--- config.mk ---
export PLATFORM = sky130hd
export DESIGN_NAME = hack_mmio_peripherals_flat
export DESIGN_NICKNAME = d
export VERILOG_FILES = /design/src/rtl/hack_mmio_peripherals_if.sv /design/src/rtl/hack_mmio_peripherals.sv /design/src/flat_wrapper.sv
export SDC_FILE = /design/constraint.sdc
export NUM_CORES = 1
export LEC_CHECK = 0
export CAP_MARGIN = 25
export CORE_MARGIN = 2
export CORE_UTILIZATION = 55
export CTS_CLUSTER_SIZE = 8
export DETAILED_ROUTE_END_ITERATION = 7
export PLACE_DENSITY = 0.8
export SLEW_MARGIN = 20
export SYNTH_ARGS = -nofsm -noshare
export SYNTH_HDL_FRONTEND = slang
export SYNTH_SLANG_ARGS = --single-unit
--- constraint.sdc ---
create_clock -name clk -period 4.2 [get_ports clk]
set_input_delay 0.84 -clock clk [delete_from_list [all_inputs] [get_ports clk]]
set_output_delay 0.84 -clock clk [all_outputs]
set_load 0.05 [all_outputs]
--- src/rtl/hack_mmio_peripherals_if.sv ---
// hack_mmio_peripherals_if: Hack data-bus side of the MMIO peripheral block.
interface hack_mmio_peripherals_if #(
    parameter int WORD_WIDTH = 16,
    parameter int ADDRESS_WIDTH = 15
);
    logic                     bus_strobe;
    logic [ADDRESS_WIDTH-1:0] bus_address;
    logic                     bus_write;
    logic [WORD_WIDTH-1:0]    bus_wdata;
    logic [WORD_WIDTH-1:0]    bus_rdata;
    logic                     bus_hit;
    modport master (output bus_strobe, bus_address, bus_write, bus_wdata, input bus_rdata, bus_hit);
    modport slave (input bus_strobe, bus_address, bus_write, bus_wdata, output bus_rdata, bus_hit);
endinterface

--- src/rtl/hack_mmio_peripherals.sv ---
// hack_mmio_peripherals: register window with keyboard keycode FIFO and N GPIO channels
// (direction, synchronised inputs, sticky rising-edge flags) for the Hack SoC.
module hack_mmio_peripherals #(
    parameter int WORD_WIDTH = 16,
    parameter int ADDRESS_WIDTH = 15,
    parameter logic [ADDRESS_WIDTH-1:0] BASE_ADDRESS = 'h6000,
    parameter int GPIO_CHANNELS = 2,
    parameter int GPIO_WIDTH = 8,
    parameter int KEY_FIFO_DEPTH = 8
) (
    input  logic                                clk,
    input  logic                                reset_n,
    hack_mmio_peripherals_if.slave              bus,
    input  logic [7:0]                          keycode,
    input  logic [GPIO_CHANNELS*GPIO_WIDTH-1:0] gpio_i,
    output logic [GPIO_CHANNELS*GPIO_WIDTH-1:0] gpio_o,
    output logic [GPIO_CHANNELS*GPIO_WIDTH-1:0] gpio_oe,
    output logic                                irq
);
    localparam int PW = $clog2(KEY_FIFO_DEPTH);
    localparam int CW = PW + 1;
    localparam int GW = GPIO_CHANNELS * GPIO_WIDTH;
    localparam logic [ADDRESS_WIDTH-1:0] NREG = ADDRESS_WIDTH'(4 + 4 * GPIO_CHANNELS);

    logic [ADDRESS_WIDTH-1:0] off, grp;
    logic [1:0]               sel;
    logic                     hit, wr, rd;
    logic [7:0]               ksync1, ksync, kprev;
    logic [7:0]               kmem [KEY_FIFO_DEPTH];
    logic [PW-1:0]            wr_ptr, rd_ptr;
    logic [CW-1:0]            count;
    logic                     ovf, push, pop, full, push_ok;
    logic [GW-1:0]            gsync1, gsync, gprev, edge_q, edge_clr;

    // Offsets group into fours: group 0 is the keyboard, group c+1 is GPIO channel c.
    assign off = bus.bus_address - BASE_ADDRESS;
    assign grp = off >> 2;
    assign sel = off[1:0];
    assign hit = bus.bus_address >= BASE_ADDRESS && off < NREG;
    assign wr = bus.bus_strobe && bus.bus_write && hit;
    assign rd = bus.bus_strobe && !bus.bus_write && hit;
    assign bus.bus_hit = hit;
    assign full = count == CW'(KEY_FIFO_DEPTH);
    assign push = ksync != '0 && ksync != kprev;
    assign pop = rd && grp == '0 && sel == 2'd1 && count != '0;
    assign push_ok = push && (!full || pop);

    always_comb begin
        edge_clr = '0;
        for (int c = 0; c < GPIO_CHANNELS; c++)
            if (wr && grp == ADDRESS_WIDTH'(c + 1) && sel == 2'd3)
                edge_clr[c*GPIO_WIDTH +: GPIO_WIDTH] = bus.bus_wdata[GPIO_WIDTH-1:0];
    end

    always_comb begin
        bus.bus_rdata = '0;
        if (hit && grp == '0)
            bus.bus_rdata = sel == 2'd0 ? WORD_WIDTH'(ksync) :
                            sel == 2'd1 ? (count != '0 ? WORD_WIDTH'(kmem[rd_ptr]) : '0) :
                            sel == 2'd2 ? (WORD_WIDTH'(ovf) << 15) | WORD_WIDTH'(count) : '0;
        for (int c = 0; c < GPIO_CHANNELS; c++)
            if (hit && grp == ADDRESS_WIDTH'(c + 1))
                bus.bus_rdata = WORD_WIDTH'(sel == 2'd0 ? gsync[c*GPIO_WIDTH +: GPIO_WIDTH] :
                                            sel == 2'd1 ? gpio_o[c*GPIO_WIDTH +: GPIO_WIDTH] :
                                            sel == 2'd2 ? gpio_oe[c*GPIO_WIDTH +: GPIO_WIDTH] :
                                                          edge_q[c*GPIO_WIDTH +: GPIO_WIDTH]);
    end

    always_ff @(posedge clk)
        if (push_ok) kmem[wr_ptr] <= ksync;

    always_ff @(posedge clk) begin
        if (!reset_n) begin
            ksync1  <= '0;
            ksync   <= '0;
            kprev   <= '0;
            wr_ptr  <= '0;
            rd_ptr  <= '0;
            count   <= '0;
            ovf     <= 1'b0;
            gsync1  <= '0;
            gsync   <= '0;
            gprev   <= '0;
            edge_q  <= '0;
            gpio_o  <= '0;
            gpio_oe <= '0;
            irq     <= 1'b0;
        end else begin
            ksync1 <= keycode;
            ksync  <= ksync1;
            kprev  <= ksync;
            gsync1 <= gpio_i;
            gsync  <= gsync1;
            gprev  <= gsync;
            // A new rising edge beats a write-1-clear landing in the same cycle.
            edge_q <= (edge_q & ~edge_clr) | (gsync & ~gprev);
            irq    <= |edge_q || count != '0;
            if (push_ok) wr_ptr <= wr_ptr + 1'b1;
            if (pop) rd_ptr <= rd_ptr + 1'b1;
            count <= count + CW'(push_ok) - CW'(pop);
            if (push && full && !pop) ovf <= 1'b1;
            else if (wr && grp == '0 && sel == 2'd2 && bus.bus_wdata[15]) ovf <= 1'b0;
            for (int c = 0; c < GPIO_CHANNELS; c++) begin
                if (wr && grp == ADDRESS_WIDTH'(c + 1) && sel == 2'd1)
                    gpio_o[c*GPIO_WIDTH +: GPIO_WIDTH] <= bus.bus_wdata[GPIO_WIDTH-1:0];
                if (wr && grp == ADDRESS_WIDTH'(c + 1) && sel == 2'd2)
                    gpio_oe[c*GPIO_WIDTH +: GPIO_WIDTH] <= bus.bus_wdata[GPIO_WIDTH-1:0];
            end
        end
    end
endmodule

--- src/flat_wrapper.sv ---
// flat-port wrapper written by rule: the top's interface ports become plain ports
module hack_mmio_peripherals_flat 
#(
    parameter int WORD_WIDTH = 16,
    parameter int ADDRESS_WIDTH = 15,
    parameter logic [ADDRESS_WIDTH-1:0] BASE_ADDRESS = 'h6000,
    parameter int GPIO_CHANNELS = 2,
    parameter int GPIO_WIDTH = 8,
    parameter int KEY_FIFO_DEPTH = 8
)
  (clk, reset_n, keycode, gpio_i, gpio_o, gpio_oe, irq, bus_bus_strobe, bus_bus_address, bus_bus_write, bus_bus_wdata, bus_bus_rdata, bus_bus_hit);
  hack_mmio_peripherals_if #(.WORD_WIDTH(WORD_WIDTH), .ADDRESS_WIDTH(ADDRESS_WIDTH)) bus_i ();
  input  logic clk;
  input  logic reset_n;
  input  logic [7:0] keycode;
  input  logic [GPIO_CHANNELS*GPIO_WIDTH-1:0] gpio_i;
  output logic [GPIO_CHANNELS*GPIO_WIDTH-1:0] gpio_o;
  output logic [GPIO_CHANNELS*GPIO_WIDTH-1:0] gpio_oe;
  output logic irq;
  input wire logic [$bits(bus_i.bus_strobe)-1:0] bus_bus_strobe;
  input wire logic [$bits(bus_i.bus_address)-1:0] bus_bus_address;
  input wire logic [$bits(bus_i.bus_write)-1:0] bus_bus_write;
  input wire logic [$bits(bus_i.bus_wdata)-1:0] bus_bus_wdata;
  output wire logic [$bits(bus_i.bus_rdata)-1:0] bus_bus_rdata;
  output wire logic [$bits(bus_i.bus_hit)-1:0] bus_bus_hit;
  assign bus_i.bus_strobe = bus_bus_strobe;
  assign bus_i.bus_address = bus_bus_address;
  assign bus_i.bus_write = bus_bus_write;
  assign bus_i.bus_wdata = bus_bus_wdata;
  assign bus_bus_rdata = bus_i.bus_rdata;
  assign bus_bus_hit = bus_i.bus_hit;
  hack_mmio_peripherals #(.WORD_WIDTH(WORD_WIDTH), .ADDRESS_WIDTH(ADDRESS_WIDTH), .BASE_ADDRESS(BASE_ADDRESS), .GPIO_CHANNELS(GPIO_CHANNELS), .GPIO_WIDTH(GPIO_WIDTH), .KEY_FIFO_DEPTH(KEY_FIFO_DEPTH)) u_core (.clk(clk), .reset_n(reset_n), .bus(bus_i), .keycode(keycode), .gpio_i(gpio_i), .gpio_o(gpio_o), .gpio_oe(gpio_oe), .irq(irq));
endmodule
== Word-level counts from Yosys, hierarchy flattened ==
Memories as Yosys holds them, arrays and structs flattened. A register that Yosys moved wholly into a read port is not among the register bits.
Cells that the tools add are included.
Word-level totals
  RAM bits: 64
  memories: 1
  register bits: 132
  input bits: 59
  logic and storage cells: 95
Memory list
  u_core.kmem: words 8, width 8, read ports 1, clocked after Yosys merged registers in 1, wr ports 1, RTL line hack_mmio_peripherals.sv:29  | logic [7:0] kmem [KEY_FIFO_DEPTH];
Cells by class
  multiplexer cells: 21
  $add $sub $neg: 5
  bitwise logic cells: 6
  magnitude comparators: 2
  equality and inequality tests: 7
  reduce and logical (&&, ||, !) cells: 37
Operators by type and width (count)
  two-way mux 16 bit: 10
  two-way mux 8 bit: 5
  AND 16 bit: 2
  NOT 16 bit: 2
  logical AND 1 bit: 26
  bitwise OR 16 bit: 1
  bitwise OR 16 x 4 -> 16 bit: 1
  OR reduction 16 bit: 1
  greater-or-equal comparator 15 bit (second input constant): 1
  logical NOT 15 bit: 1
  < comparator 15 x 4 -> 1 bit (second input constant): 1
  subtractor 15 bit (second input constant): 1
  equality test 13 x 1 -> 1 bit (second input constant): 1
  equality test 13 x 2 -> 1 bit (second input constant): 1
  inequality test 8 bit: 1
  nonzero test 8 bit: 1
  adder 3 x 1 -> 3 bit (second input constant): 2
  two-way mux 3 bit: 2
  adder 4 x 1 -> 4 bit: 1
  equality test 2 bit (second input constant): 2
  equality test 4 bit (second input constant): 1
  two-way mux 1 bit: 4
  nonzero test 4 bit: 1
  subtractor 4 x 1 -> 4 bit: 1
  5 further kinds: 8

== Depth between registers and ports, before layout ==
  word-level depth: 11
  gate-level depth with buffers: 13
  mapped depth without buffers: 12

== Worst setup path before layout ==
OpenSTA, ideal clock, no wires.
  kind: in2reg
  start: in bus_bus_address[13]
  end: mem u_core.kmem[2][0] (enable)
  slack: 0.651 ns
  setup time: 0.395 ns
  arrival: 3.154 ns
  stages on the path: 8
  path through: ha_1 > nor4b_1 > nand2_2 > a211o_1 > buf_2 > a21boi_1 > buf_2 > nor4bb_1
Between the ends
  cells in the longest elaborated chain, start to end: 11
Ends and longest elaborated chain
  start, declared: RTL line flat_wrapper.sv:21  | input wire logic [$bits(bus_i.bus_address)-1:0] bus_bus_address;
  subtractor 15 bit: RTL line hack_mmio_peripherals.sv:36  | assign off = bus.bus_address - BASE_ADDRESS;
  < comparator 15 x 4 -> 1 bit: RTL line hack_mmio_peripherals.sv:39  | assign hit = bus.bus_address >= BASE_ADDRESS && off < NREG;
  logical AND 1 bit: RTL line hack_mmio_peripherals.sv:39
  logical AND 1 bit: RTL line hack_mmio_peripherals.sv:41  | assign rd = bus.bus_strobe && !bus.bus_write && hit;
  logical AND 1 bit * (3 in series): RTL line hack_mmio_peripherals.sv:45  | assign pop = rd && grp == '0 && sel == 2'd1 && count != '0;
  logical OR 1 bit *: RTL line hack_mmio_peripherals.sv:46  | assign push_ok = push && (!full || pop);
  logical AND 1 bit *: RTL line hack_mmio_peripherals.sv:46
  net u_core.push_ok: RTL line hack_mmio_peripherals.sv:32  | logic ovf, push, pop, full, push_ok;
  two-way mux 1 bit *: RTL line hack_mmio_peripherals.sv:70  | if (push_ok) kmem[wr_ptr] <= ksync;
  two-way mux 1 bit (not written as such) *: RTL line hack_mmio_peripherals.sv:70
  end, declared: RTL line hack_mmio_peripherals.sv:29
Mark *: on every way through the listed nets, which the timed path passes. The rest lies on a longest branch.

== Worst setup path after layout ==
  start: in bus_bus_address[0]
  end: out bus_bus_rdata[6]
Between the ends
  cells in the longest elaborated chain, start to end: 8
Ends and longest elaborated chain
  branches (longest 7 deep; another with subtractor 15 bit)
  two-way mux 16 bit *: RTL line hack_mmio_peripherals.sv:62  | if (hit && grp == ADDRESS_WIDTH'(c + 1))
  end, declared: RTL line flat_wrapper.sv:24  | output wire logic [$bits(bus_i.bus_rdata)-1:0] bus_bus_rdata;
Every way passes the cells marked *.

==> impl_metrics.env <==
export IMPL_status="completed"
export IMPL_async_reset_ff_share_pct=0
export IMPL_ios=109
export IMPL_max_freq_mhz=255.8
export IMPL_fin_nets=801
export IMPL_netlist_area_leader_share_pct=32.92
export IMPL_ys_ff_latch=199
export IMPL_track_usage_pct=22.54
export IMPL_synth_edf_count=64
export IMPL_ys_seq_area_share_pct=56.32
export IMPL_placed_area_sq_um=9420
export IMPL_crit_family="buffers and inverters"
export IMPL_dieArea_sq_um=15920
export IMPL_vias=5180
export IMPL_antenna_cells=0
export IMPL_grt_pass1_vias=5375
export IMPL_worstSetupEndpointType="output pin"
export IMPL_seqCellArea_sq_um=4624
export IMPL_vias_per_cell=5.582
export IMPL_tns_ns=0
export IMPL_synth_warnings=0
export IMPL_routed_wl_mm=17.15
export IMPL_slowest_delay_ns=0.74
export IMPL_yosys_area_share_xor_xnor_pct=1.173
export IMPL_avgSynthCellArea_sq_um=12.99
export IMPL_rr_worst_depth=11
export IMPL_r2r_end="u_core.count[2]"
export IMPL_regToRegStartpoint="u_core.count[2]"
export IMPL_rows=44
export IMPL_cts_resized_gates=0
export IMPL_drive_above_1_share_pct=15.46
export IMPL_syn_inst=632
export IMPL_hold_class="reg2reg"
export IMPL_cts_buffer_depth=2
export IMPL_finalCritPeriodShare_pct=93.09
export IMPL_finClkSkew_ns=0.006857
export IMPL_busiest_layer="met2"
export IMPL_cts_tree="yes"
export IMPL_multiInputGateArea_sq_um=3395
export IMPL_die_width_microns=126.2
export IMPL_drv_cap=0
export IMPL_ys_types=57
export IMPL_cts_setup_buffers=0
export IMPL_synth_most_common_cell="dfxtp_1"
export IMPL_clkSinkCount=199
export IMPL_finalHoldViolCount=0
export IMPL_grt_setup_unrepaired="false"
export IMPL_crit_slowest_cell="clkdlybuf4s50_1"
export IMPL_p_leak_nw=3.649
export IMPL_cts_root_buf="clkbuf_16"
export IMPL_dp_hpwl_mm=11.86
export IMPL_tightest_slew_ns=0.7785
export IMPL_synthAdderAreaFrac_pct=1.615
export IMPL_setup_violations=0
export IMPL_initial_utilization_pct=56.49
export IMPL_ir_drop_uv=297.5
export IMPL_syn_area_sq_um=8210
export IMPL_grtUsageMet1_pct=30.59
export IMPL_nFillCells=1027
export IMPL_arrival_ns=3.07
export IMPL_grtUsageMet2_pct=36.75
export IMPL_synth_top_family_by_area="simple AND/OR/NAND/NOR gates"
export IMPL_synth_common_cells="dfxtp_1 (135), and2_1 (78), edfxtp_1 (64)"
export IMPL_drtPass1Iterations=4
export IMPL_clock_latency_ns=0.43
export IMPL_antenna_found_initial=0
export IMPL_critPathLaunchType="primary input"
export IMPL_gr_total_overflow=0
export IMPL_synth_ff_type="dfxtp_1"
export IMPL_fin_area_sq_um=10090
export IMPL_drc=0
export IMPL_die_y_microns=126.2
export IMPL_clk_pin_slew_ns=0.06
export IMPL_synthMuxAreaShare_pct=14.75
export IMPL_gp_congestion=0.8264
export IMPL_synthToLayoutAreaGrowth_pct=22.84
export IMPL_crit_chain="clkdlybuf4s50_1 -> nor2_2 -> nand3_2 -> buf_4 -> a21oi_1 -> and3_1 -> buf_12"
export IMPL_dr_first_iter_drc_count=351
export IMPL_cp_data_required_time_ns=3.36
export IMPL_synthSimpleGateAreaFrac_pct=16.06
export IMPL_slew_violations=0
export IMPL_synth_area_leader_cell="dfxtp_1"
export IMPL_total_power_w=0.004408
export IMPL_wl_per_cell_microns=18.48
export IMPL_min_to="u_core.ksync[4]"
export IMPL_ctsHoldBuffers=0
export IMPL_grt_pass1_wl_mm=28.02
export IMPL_synth_area_top_cells="dfxtp_1 (33%), edfxtp_1 (23%), mux4_2 (8.8%), and2_1 (5.9%), mux2i_1 (4.9%)"
export IMPL_crit_type="in2out"
export IMPL_cp_max_fo=12
export IMPL_synth_compound_area_share_pct=7.422
export IMPL_htreeDepth=4
export IMPL_hold_depth=1
export IMPL_use_met3_pct=4.715
export IMPL_cts_buffers=17
export IMPL_cp_buffers_inverters=3
export IMPL_powerDensity_nw_per_um2=437.1
export IMPL_coreArea_sq_um=14530
export IMPL_period_needed_ns=3.910
export IMPL_grt_max_degree=139
export IMPL_max_slew_margin_pct=48.03
export IMPL_ant_nets=0
export IMPL_r2r_slack_ns=1.40
export IMPL_min_from="u_core.ksync1[4]"
export IMPL_port_buffers=94
## cell usage in the layout (no fill, tap or decap), drive strengths merged, types with 20 or more instances in the layout
master | Yosys | layout
mux2i | 40 | 40
clkdlybuf4s50 | 0 | 83
nor2b | 59 | 59
and2 | 78 | 78
edfxtp | 64 | 64
dfxtp | 135 | 135
a21boi | 20 | 20
clkbuf | 21 | 21
buf | 17 | 30
mux4 | 32 | 32
## worst register-to-register path: stages (launching register included)
cell     delay, ns
dfxtp_1       0.31
inv_1         0.09
ha_1          0.14
or3b_2        0.52
nand4_1       0.12
a211o_1       0.33
or2_2         0.22
nand2_1       0.06
ha_1          0.20
fa_1          0.39
xor2_1        0.17
and2_1        0.15
## report_power, final
part	switching, W	internal (W)
Clock	0.000685	0.00110
Sequential	0.0000632	0.00210
Combinational	0.000235	0.000227
Total	0.000983	0.00343
## logic make-up (layout without fill, tap and decap cells)
kind of cell | count (synthesis) | in the layout
AO/OA/AOI/OAI | 78 | 78
XOR/XNOR | 11 | 11
adder cells (fa/ha/maj) | 10 | 10
buffers and inverters | 46 | 152
flip-flops | 199 | 199
multiplexers | 80 | 80
other | 1 | 7
AND/OR/NAND/NOR | 207 | 207
## state kept, by name, summed over array words and instances, names as in the netlist, 4 cells and up, named ones only
| name | flops |
|---|---|
| u_core.gpio_o | 16 |
| u_core.count | 4 |
| u_core.gsync | 16 |
| u_core.gsync1 | 16 |
| u_core.kmem | 64 |
| u_core.gpio_oe | 16 |
| u_core.ksync1 | 8 |
| u_core.edge_q | 16 |
| u_core.ksync | 8 |
| u_core.kprev | 8 |
| u_core.gprev | 16 |
## final cells by class
type	instances	share of cell area (%)
Clock inverter	10	1.774
Clock buffer	21	4.788
Tap cell	184	2.283
Inverter	8	0.2977
Multi-Input combinational cell	393	33.66
Timing Repair Buffer	113	11.35
Sequential cell	199	45.85
## how the worst max path moves through the flow
stage,startpoint,endpoint,slack (ns),depth (start not counted)
6_report,bus_bus_address[0],bus_bus_rdata[6],0.29,7
3_3_place_gp,bus_bus_address[0],u_core.count[3],0.34,10
5_1_grt,bus_bus_address[0],bus_bus_rdata[4],0.19,7
4_1_cts,bus_bus_address[0],bus_bus_rdata[7],0.36,7
2_1_floorplan,bus_bus_address[13],u_core.kmem[2][0],0.65,8
3_5_place_dp,bus_bus_address[0],u_core.count[3],0.28,10
## per-stage QoR
stage,hold slack [ns],std cells,setup slack [ns],utilization [%]
5_1_grt,0.4447,928,0.1868,69.40
4_1_cts,0.4294,928,0.3640,69.37
2_1_floorplan,0.4057,638,0.6508,-
3_5_place_dp,0.4169,897,0.2812,64.82
6_report,0.4272,928,0.2904,69.40
3_3_place_gp,0.4165,897,0.3423,64.82
## layer usage
layer,wire [microns],vias up
met4,257,0
li1,-,2457
met1,7313,2547
met5,0,-
met3,1053,22
met2,8525,154
Power figures use the tool's default switching activity.
